===== src/rtl/traffic_light_ctrl_param.sv =====
// Two-way intersection controller with pedestrian early-termination of green
// and a flashing-yellow night mode entered from the all-red clearance phases.
module traffic_light_ctrl_param #(
   parameter int unsigned GREEN_CYC     = 15,
   parameter int unsigned YELLOW_CYC    = 3,
   parameter int unsigned ALLRED_CYC    = 3,
   parameter int unsigned MIN_GREEN_CYC = 5,
   parameter int unsigned FLASH_CYC     = 4,
   parameter int unsigned CNT_W         = 8
) (
   input  logic       clk,
   input  logic       rst,
   input  logic       ped_req,
   input  logic       night_mode,
   output logic [2:0] LED_NS,
   output logic [2:0] LED_WE,
   output logic       ped_served,
   output logic [2:0] phase
);

   if (MIN_GREEN_CYC < 1 || MIN_GREEN_CYC > GREEN_CYC ||
       GREEN_CYC < 1 || YELLOW_CYC < 1 || ALLRED_CYC < 1 || FLASH_CYC < 1 ||
       64'(GREEN_CYC) >= (64'(1) << CNT_W) || 64'(YELLOW_CYC) >= (64'(1) << CNT_W) ||
       64'(ALLRED_CYC) >= (64'(1) << CNT_W) || 64'(FLASH_CYC) >= (64'(1) << CNT_W)) begin : g_param_chk
      $error("traffic_light_ctrl_param: illegal phase length parameters");
   end

   localparam logic [CNT_W-1:0] G_LAST  = CNT_W'(GREEN_CYC - 1);
   localparam logic [CNT_W-1:0] MG_LAST = CNT_W'(MIN_GREEN_CYC - 1);
   localparam logic [CNT_W-1:0] Y_LAST  = CNT_W'(YELLOW_CYC - 1);
   localparam logic [CNT_W-1:0] AR_LAST = CNT_W'(ALLRED_CYC - 1);
   localparam logic [CNT_W-1:0] F_LAST  = CNT_W'(FLASH_CYC - 1);

   typedef enum logic [2:0] {
      NS_G  = 3'd0,
      NS_Y  = 3'd1,
      AR1   = 3'd2,
      WE_G  = 3'd3,
      WE_Y  = 3'd4,
      AR2   = 3'd5,
      FLASH = 3'd6
   } state_e;

   state_e           state_q, state_d;
   logic [CNT_W-1:0] cnt_q, cnt_d;
   logic             pend_q, pend_d;
   logic             blink_q, blink_d;
   logic             served_q, served_d;
   logic             pend_eff, early;

   always_ff @(posedge clk) begin
      if (!rst) begin
         state_q  <= NS_G;
         cnt_q    <= '0;
         pend_q   <= 1'b0;
         blink_q  <= 1'b1;
         served_q <= 1'b0;
      end else begin
         state_q  <= state_d;
         cnt_q    <= cnt_d;
         pend_q   <= pend_d;
         blink_q  <= blink_d;
         served_q <= served_d;
      end
   end

   always_comb begin
      state_d  = state_q;
      cnt_d    = cnt_q + CNT_W'(1);
      pend_d   = pend_q | ped_req;
      blink_d  = blink_q;
      served_d = 1'b0;
      pend_eff = pend_q | ped_req;
      early    = 1'b0;
      case (state_q)
         NS_G, WE_G: begin
            // A request landing exactly on the timeout cycle counts as a normal timeout.
            early = pend_eff && (cnt_q >= MG_LAST) && (cnt_q != G_LAST);
            if (early || cnt_q == G_LAST) begin
               state_d  = (state_q == NS_G) ? NS_Y : WE_Y;
               cnt_d    = '0;
               pend_d   = 1'b0;
               served_d = early;
            end
         end
         NS_Y, WE_Y: begin
            if (cnt_q == Y_LAST) begin
               state_d = (state_q == NS_Y) ? AR1 : AR2;
               cnt_d   = '0;
            end
         end
         AR1, AR2: begin
            if (cnt_q == AR_LAST) begin
               cnt_d = '0;
               if (night_mode) begin
                  state_d = FLASH;
                  blink_d = 1'b1;
               end else begin
                  state_d = (state_q == AR1) ? WE_G : NS_G;
               end
            end
         end
         FLASH: begin
            if (!night_mode) begin
               state_d = AR2;
               cnt_d   = '0;
            end else if (cnt_q == F_LAST) begin
               cnt_d   = '0;
               blink_d = ~blink_q;
            end
         end
         default: begin
            state_d = AR2;
            cnt_d   = '0;
         end
      endcase
   end

   always_comb begin
      LED_NS     = 3'b100;
      LED_WE     = 3'b100;
      phase      = state_q;
      ped_served = served_q;
      case (state_q)
         NS_G:    LED_NS = 3'b001;
         NS_Y:    LED_NS = 3'b010;
         WE_G:    LED_WE = 3'b001;
         WE_Y:    LED_WE = 3'b010;
         FLASH: begin
            LED_NS = blink_q ? 3'b010 : 3'b000;
            LED_WE = blink_q ? 3'b010 : 3'b000;
         end
         default: ;
      endcase
   end

endmodule


===== config.mk =====
export PLATFORM = sky130hd
export DESIGN_NAME = traffic_light_ctrl_param
export DESIGN_NICKNAME = d
export VERILOG_FILES = /design/src/rtl/traffic_light_ctrl_param.sv
export SDC_FILE = /design/constraint.sdc
export NUM_CORES = 1
export LEC_CHECK = 0
export CAP_MARGIN = 20
export CORE_MARGIN = 5
export CORE_UTILIZATION = 56
export DETAILED_ROUTE_END_ITERATION = 16
export GPL_TIMING_DRIVEN = 0
export PLACE_DENSITY_LB_ADDON = 0.05
export RECOVER_POWER = 25
export SYNTH_ARGS = -nofsm -noshare
export SYNTH_HDL_FRONTEND = slang
export SYNTH_SLANG_ARGS = --single-unit

===== constraint.sdc =====
create_clock -name clk -period 5.1 [get_ports clk]
set_clock_uncertainty 0.15 [all_clocks]
set_input_delay 1.02 -clock clk [delete_from_list [all_inputs] [get_ports clk]]
set_output_delay 1.02 -clock clk [all_outputs]
set_load 0.01 [all_outputs]

Word level (Yosys, flattened, before mapping)
Index checks and enable logic that the tools add are counted.
{"block": "totals", "output_inout_bits": 10, "input_bits": 4, "register_bits": 14, "wordCells": 62}
{"block": "classes", "n_eq_ne": 17, "n_reduce_logical": 12, "bitwise": 2, "n_mux": 24, "addsub": 1, "magnitude_cmp": 1}
{"op": "$mux W8", "n": 4}
{"op": "$pmux W8 S3", "n": 1}
{"op": "$mux W3", "n": 7}
{"op": "$pmux W3 S3", "n": 2}
{"op": "$eq A8 B2 Y1 const B", "n": 2}
{"op": "$ne A2 B2 Y1 const B", "n": 7}
{"op": "$pmux W3 S4", "n": 1}
{"op": "$eq A3 B3 Y1 const B", "n": 3}
{"op": "$add A8 B1 Y8 const B", "n": 1}
{"op": "$eq A8 B4 Y1 const B", "n": 1}
{"op": "$ge A8 B3 Y1 const B", "n": 1}
{"op": "$ne A8 B4 Y1 const B", "n": 1}
{"op": "$eq A3 B2 Y1 const B", "n": 2}
{"op": "$mux W1", "n": 6}
{"op": "$reduce_or A2 Y1", "n": 3}
{"op": "$reduce_and A5 Y1", "n": 1}
{"op": "$mux W2", "n": 2}
{"op": "$reduce_and A4 Y1", "n": 1}
{"op": "$reduce_or A4 Y1", "n": 1}
{"op": "$eq A3 B1 Y1 const B", "n": 1}
{"op": "$logic_not A3 Y1", "n": 1}
{"op": "$reduce_and A3 Y1", "n": 1}
{"op": "$logic_and A1 B1 Y1", "n": 2}
{"op": "$pmux W1 S2", "n": 1}
{"op": "other kinds (4)", "n": 4}

Longest topological paths before layout
Gate-level depths: netlist of run 1.
{"block": "depth", "depth_word": 6, "depth_mapped": 6, "ltp_nobuf": 6}

Worst setup path before layout of run 1
OpenSTA, ideal clock, no wires.
{"block": "synth_timing", "kind": "flip-flop to output port", "start": "register state_q[0], in the netlist phase[0]", "end": "output port LED_NS[1]", "path_slack_ns": 2.663, "path_buffers": 1, "path_stages_with_launch": 4, "required_ns": 3.930, "arrival_ns": 1.267, "path_cell_list": "dfxtp_1 -> clkbuf_1 -> or2b_2 -> o21ai_0"}
{"block": "synth_between", "elab_chain_len": 2, "word_cells_on_any_way": 4, "cone_classes": "2 x eq/ne; 1 x mux; 1 x reduce/logical"}
{"item": "start: declaration", "line": "44", "source": "state_e state_q, state_d;"}
{"item": "start signal: assignment", "line": "59", "source": "state_q <= state_d;"}
{"item": "$eq A3 B3 Y1 (tied with other cells)", "line": "124", "source": "case (state_q)"}
{"item": "$pmux W3 S3 (*)", "line": "124"}
{"item": "end: declaration", "line": "15", "source": "output logic [2:0] LED_NS,"}
Mark *: on every way between the ends. The rest lies on a longest branch, timed or not.

Final worst setup path of run 1
Ends and elaborated chain as after synthesis.

==> summary.txt, run 1 <==
routability cong.: 0.848
reg-to-reg slack, setup: 2930 ps
H-tree depth: 1
Final Hold Fails: 0
max-cap violation count: 0
vias in the first global route: 718
Setup crit start kind: register
FF+latch count, synth: 14
num rows: 14
first-pass GRT wire length: 3200 um
Worst Tran Pin Value: 524 ps
I/O pins: 14
Hold-fix buffers, CTS: 0
CTS Buffer Depth: 2
core box area: 0.00152 mm2
initial antenna violation count: 0
register area share after synthesis: 31.1%
mean post-synth cell area: 8.93 um2
highest clock rate: 309 MHz
Resize count post-CTS: 0
outcome: completed
Synth Area in Compound Gates: 23.0%
mux cell area share after synthesis: 1.11%
CTS root buf: clkbuf_4
# diodes: 0
crit path cell chain: clkbuf_1, or2b_2, o21ai_0, clkdlybuf4s50_1
critical path required time: 3930 ps
leakage: 0.401 nW
Area growth, synth to finish: 17.6%
Synth Area in Simple Gates: 29.8%
critical path capture point type: primary output
top post-synthesis cells by area: dfxtp_1 (31%), nor2_2 (4.9%), ha_1 (4.2%), xor2_1 (3.9%), a21oi_1 (3.3%)
pin count of the biggest net entering global routing: 11
Finished Cell Area: 0.00106 mm2
Distinct cells, synth: 43
final setup margin: 1870 ps
GR Util met3: 5.62%
Routed WL: 1810 um
share of layout cells above drive strength 1: 16.9%
I/O Buffers: 13
Die X: 50.1 um
fraction of registers with async set/reset: 0%
met2 GRT Util: 22.4%
met1 GRT Util: 23.6%
combinational family with the most area after synthesis: simple AND/OR/NAND/NOR gates
Post-CTS Setup Bufs: 0
routed length per instance: 13.5 um
slew margin rel.: 64.8%
die area: 0.00251 mm2
GRT overflow: 0
Hold Crit Class: reg2reg
kind of critical path: reg2out
Max VDD drop: 286 uV
fin. max-slew vios: 0
Syn Inst Count: 101
Die Span Y: 50.1 um
Pwr per Cell Area: 412 mW/mm2
post-synthesis xor/xnor area fraction: 5.83%
WP buf/inv: 2
clock transition at the registers of the reported paths: 80 ps
crit share post-route: 63.4%
Cell Area, Placed: 0.00105 mm2
Main synth FF type: dfxtp_1
RSZ-0062 raised after global routing: false
top cells by instance count after synthesis: dfxtp_1 (14), nor2_2 (7), a21oi_1 (6), inv_1 (6), nand3_1 (6)
critical path's slowest cell: clkdlybuf4s50_1
synthesized net count: 108
Syn Std Cell Area: 902 um2
total negative setup slack: 0 ps
Critical Path Max Stage Delay: 550 ps
Worst-Skew Late Latency: 280 ps
critical path arrival: 2060 ps
Post-synth EDFFs: 0
CTS Sinks: 14
Synth top area share: 31.1%
drt initial violations: 21
CTS tree: built
CP max FO: 10
Tmin final: 3230 ps
Initial Utilization: 59.2%
HPWL after DPL: 1420 um
adder-cell area share of the yosys netlist: 4.16%
Layout Nets: 126
CTS buffer count: 3
most frequent cell after synthesis: dfxtp_1
CP top delay family: buffers and inverters
vias per inst: 5.85
busiest grt layer: met1
pre-CTS setup slack: 2170 ps
Yosys warning count: 0
Total Routing Usage GR: 15.8%
hold slack: 402 ps
DRT Pass-1 Iters: 4
cell taking the most area after synthesis: dfxtp_1
vias: 784
Final ANT Viol Nets: 0
final setup vio count: 0
DR DRC count: 0
[through the flow]
| step | std cells | util (%) | power, mW |
|---|---|---|---|
| after floorplan | 101 | - | 0.303 |
| after global placement | 130 | 69.0 | 0.370 |
| after detailed placement | 130 | 69.0 | 0.375 |
| after CTS | 134 | 71.4 | 0.455 |
| after global routing | 134 | 69.6 | 0.472 |
| final | 134 | 69.6 | 0.437 |
[layout by cell type (no fill, tap or decap), types with 2 or more instances in the layout]
| cell type | count |
|---|---|
| nand2_1 | 5 |
| nor2_1 | 5 |
| o21ai_0 | 2 |
| inv_1 | 6 |
| nand4_1 | 3 |
| nor2_2 | 7 |
| dfxtp_1 | 14 |
| a21oi_1 | 6 |
| and3_1 | 3 |
| ha_1 | 3 |
| dlygate4sd3_1 | 2 |
| clkbuf_4 | 3 |
| xor2_1 | 4 |
| o21a_1 | 3 |
| a31oi_1 | 3 |
| xnor2_1 | 2 |
| clkdlybuf4s50_1 | 11 |
| a311oi_1 | 2 |
| nand3_1 | 6 |
| nor3_1 | 2 |
[metal layers]
| layer | share of wire [%] | vias up |
|---|---|---|
| met3 | 7.7 | 0 |
| met1 | 49 | 352 |
| met5 | 0 | - |
| met2 | 43 | 28 |
| li1 | - | 404 |
| met4 | 0 | 0 |
[area by class of cell]
type                            instances  area, um2
Multi-Input combinational cell         78        549
Timing Repair Buffer                   13        130
Clock buffer                            4       36.3
Tap cell                               16       20.0
Inverter                                6       22.5
Buffer                                  3       22.5
Fill cell                             125        463
Sequential cell                        14        280
[flip-flops by register name, indices dropped and copies added, names as in the netlist]
name        flops
ped_served      1
phase           3
cnt_q           8
pend_q          1
blink_q         1
[worst register-to-register path, delay by kind of cell (launching register included)]
family / cells / cell delay [ps]
simple gates: 3 / 1050
flops: 1 / 360
compound gates: 1 / 360
mux: 1 / 200
[power breakdown]
group / total, mW / switching [mW] / internal (mW) / leakage, nW
clock network: 0.0786 / 0.0352 / 0.0435 / 0.0210
registers: 0.147 / 0.0220 / 0.125 / 0.114
logic: 0.211 / 0.113 / 0.0982 / 0.267
total: 0.437 / 0.170 / 0.267 / 0.401
[logic make-up (layout without fill, tap and decap cells)]
family / Yosys count / in the layout
and+or+nand+nor: 43 / 43
AOI/OAI and AO/OA: 25 / 25
DFF: 14 / 14
buffers and inverters: 9 / 26
xor gates and xnor gates: 6 / 6
adders and majority gates: 3 / 3
muxes: 1 / 1
[final timing paths]
check                 from         to  depth (start not counted)
setup / recovery  phase[0]  LED_NS[1]                          4
hold / removal    cnt_q[0]   cnt_q[0]                          1
setup reg to reg  cnt_q[5]   phase[2]                          5
hold reg to reg   cnt_q[0]   cnt_q[0]                          1
Note: power is estimated with default switching activity, not from simulation.
==> run 2: changes to the inputs <==
--- a/config.mk
+++ b/config.mk
@@ -7,7 +7,7 @@
 export LEC_CHECK = 0
 export CAP_MARGIN = 20
 export CORE_MARGIN = 5
-export CORE_UTILIZATION = 56
+export CORE_UTILIZATION = 52
 export DETAILED_ROUTE_END_ITERATION = 16
 export GPL_TIMING_DRIVEN = 0
 export PLACE_DENSITY_LB_ADDON = 0.05
==> constraint.sdc (replaced) <==
create_clock -name clk -period 3.3 [get_ports clk]
set_clock_uncertainty 0.15 [all_clocks]
set_input_delay 0.66 -clock clk [delete_from_list [all_inputs] [get_ports clk]]
set_output_delay 0.66 -clock clk [all_outputs]
set_load 0.01 [all_outputs]
==> summary.txt, run 2 (synthesis gave the netlist of run 1 again) <==
slew margin rel.: 66.7%
Placed Cells: 131
Layout Nets: 126
Die Span Y: 51.7 um
DRT Pass-1 Iters: 4
kind of critical path: reg2out
CTS tree: built
Post-CTS Setup Bufs: 0
Pwr per Cell Area: 641 mW/mm2
fin. max-slew vios: 0
critical path arrival: 2040 ps
drt initial violations: 16
CTS Sinks: 14
CTS root buf: clkbuf_4
outcome: completed
Routed WL: 1820 um
GRT overflow: 0
vias in the first global route: 732
max-cap violation count: 0
share of power burned in registers: 32.9%
Max VDD drop: 320 uV
vias per inst: 5.84
H-tree depth: 1
clock power share: 17.2%
CTS buffer count: 3
Switching Fraction: 38.8%
total negative setup slack: 0 ps
routed length per instance: 13.5 um
Setup crit start kind: register
routability cong.: 0.878
I/O pins: 14
clock transition at the registers of the reported paths: 90 ps
Total Routing Usage GR: 15.4%
Area growth, synth to finish: 20.2%
Final ANT Viol Nets: 0
highest clock rate: 350 MHz
Initial Utilization: 53.4%
final std cells w/o fill: 135
num rows: 15
DR DRC count: 0
final setup vio count: 0
die area: 0.00267 mm2
Worst-Skew Late Latency: 270 ps
leakage: 0.412 nW
critical path required time: 2490 ps
I/O Buffers: 13
switching power total: 270 uW
HPWL after DPL: 1420 um
CTS Buffer Depth: 2
pin count of the biggest net entering global routing: 11
CP max FO: 10
critical path capture point type: primary output
first-pass GRT wire length: 3150 um
RSZ-0062 raised after global routing: false
initial antenna violation count: 0
commonest non-fill, non-tap cell in the layout: dfxtp_1
share of layout cells above drive strength 1: 18.6%
most frequent cells in the layout: dfxtp_1 (14), clkdlybuf4s50_1 (11), nor2_2 (7)
Resize count post-CTS: 0
Final Hold Fails: 0
max reg flops: 8
# diodes: 0
Hold-fix buffers, CTS: 0
Combinational Power Share: 49.9%
Tmin final: 2850 ps
Pint: 425 uW
Worst Tran Pin Value: 494 ps
vias: 788
crit share post-route: 86.5%
core box area: 0.00169 mm2
Die X: 51.7 um
most flop-heavy register: cnt_q
Hold Crit Class: reg2reg
run 2: worst max-delay path, stage by stage, from the launching register on:
cell and delay, ps:
dfxtp_1 370, clkbuf_1 330, or2b_2 350, o21ai_0 160, clkdlybuf4s50_1 560
run 2: area by class of cell:
type                       count  area [um2]
fill                         170         604
multi-input combinational     78         572
sequential                    14         280
timing repair buffer          13         130
clock buffer                   4        36.3
buffer                         3        22.5
inverter                       6        22.5
tap                           17        21.3
run 2: per-layer routing:
metal	track usage, %	share of wire (%)
met1	17.8	45
met2	27.1	50
met3	3.15	4.5
met4	6.55	0.94
met5	0	0
run 2: worst paths after layout:
check	startpoint	end	slack, ps	cells after the start
setup / recovery	phase[0]	LED_NS[1]	450	4
hold / removal	cnt_q[0]	cnt_q[0]	400	1
setup reg to reg	cnt_q[5]	cnt_q[5]	1280	5
hold reg to reg	cnt_q[0]	cnt_q[0]	400	1
run 2: power by group through the flow:
stage / logic [mW] / registers, mW / clock network, mW
after floorplan: 0.238 / 0.230 / 0
after global placement: 0.348 / 0.233 / 0
after detailed placement: 0.351 / 0.233 / 0
after CTS: 0.352 / 0.230 / 0.125
after global routing: 0.382 / 0.234 / 0.135
final: 0.347 / 0.229 / 0.120
run 2: per-stage QoR:
step                util [%]  power [mW]  hold slack, ps  setup WS, ps  instance area, um2
CTS                     64.5       0.707             410           426                1090
floorplan                  -       0.468             346          1220                 902
global route            64.2       0.752             444           293                1080
finish                  64.2       0.696             404           446                1080
detailed placement      62.4       0.584             386           740                1050
global placement        62.4       0.581             383           786                1050
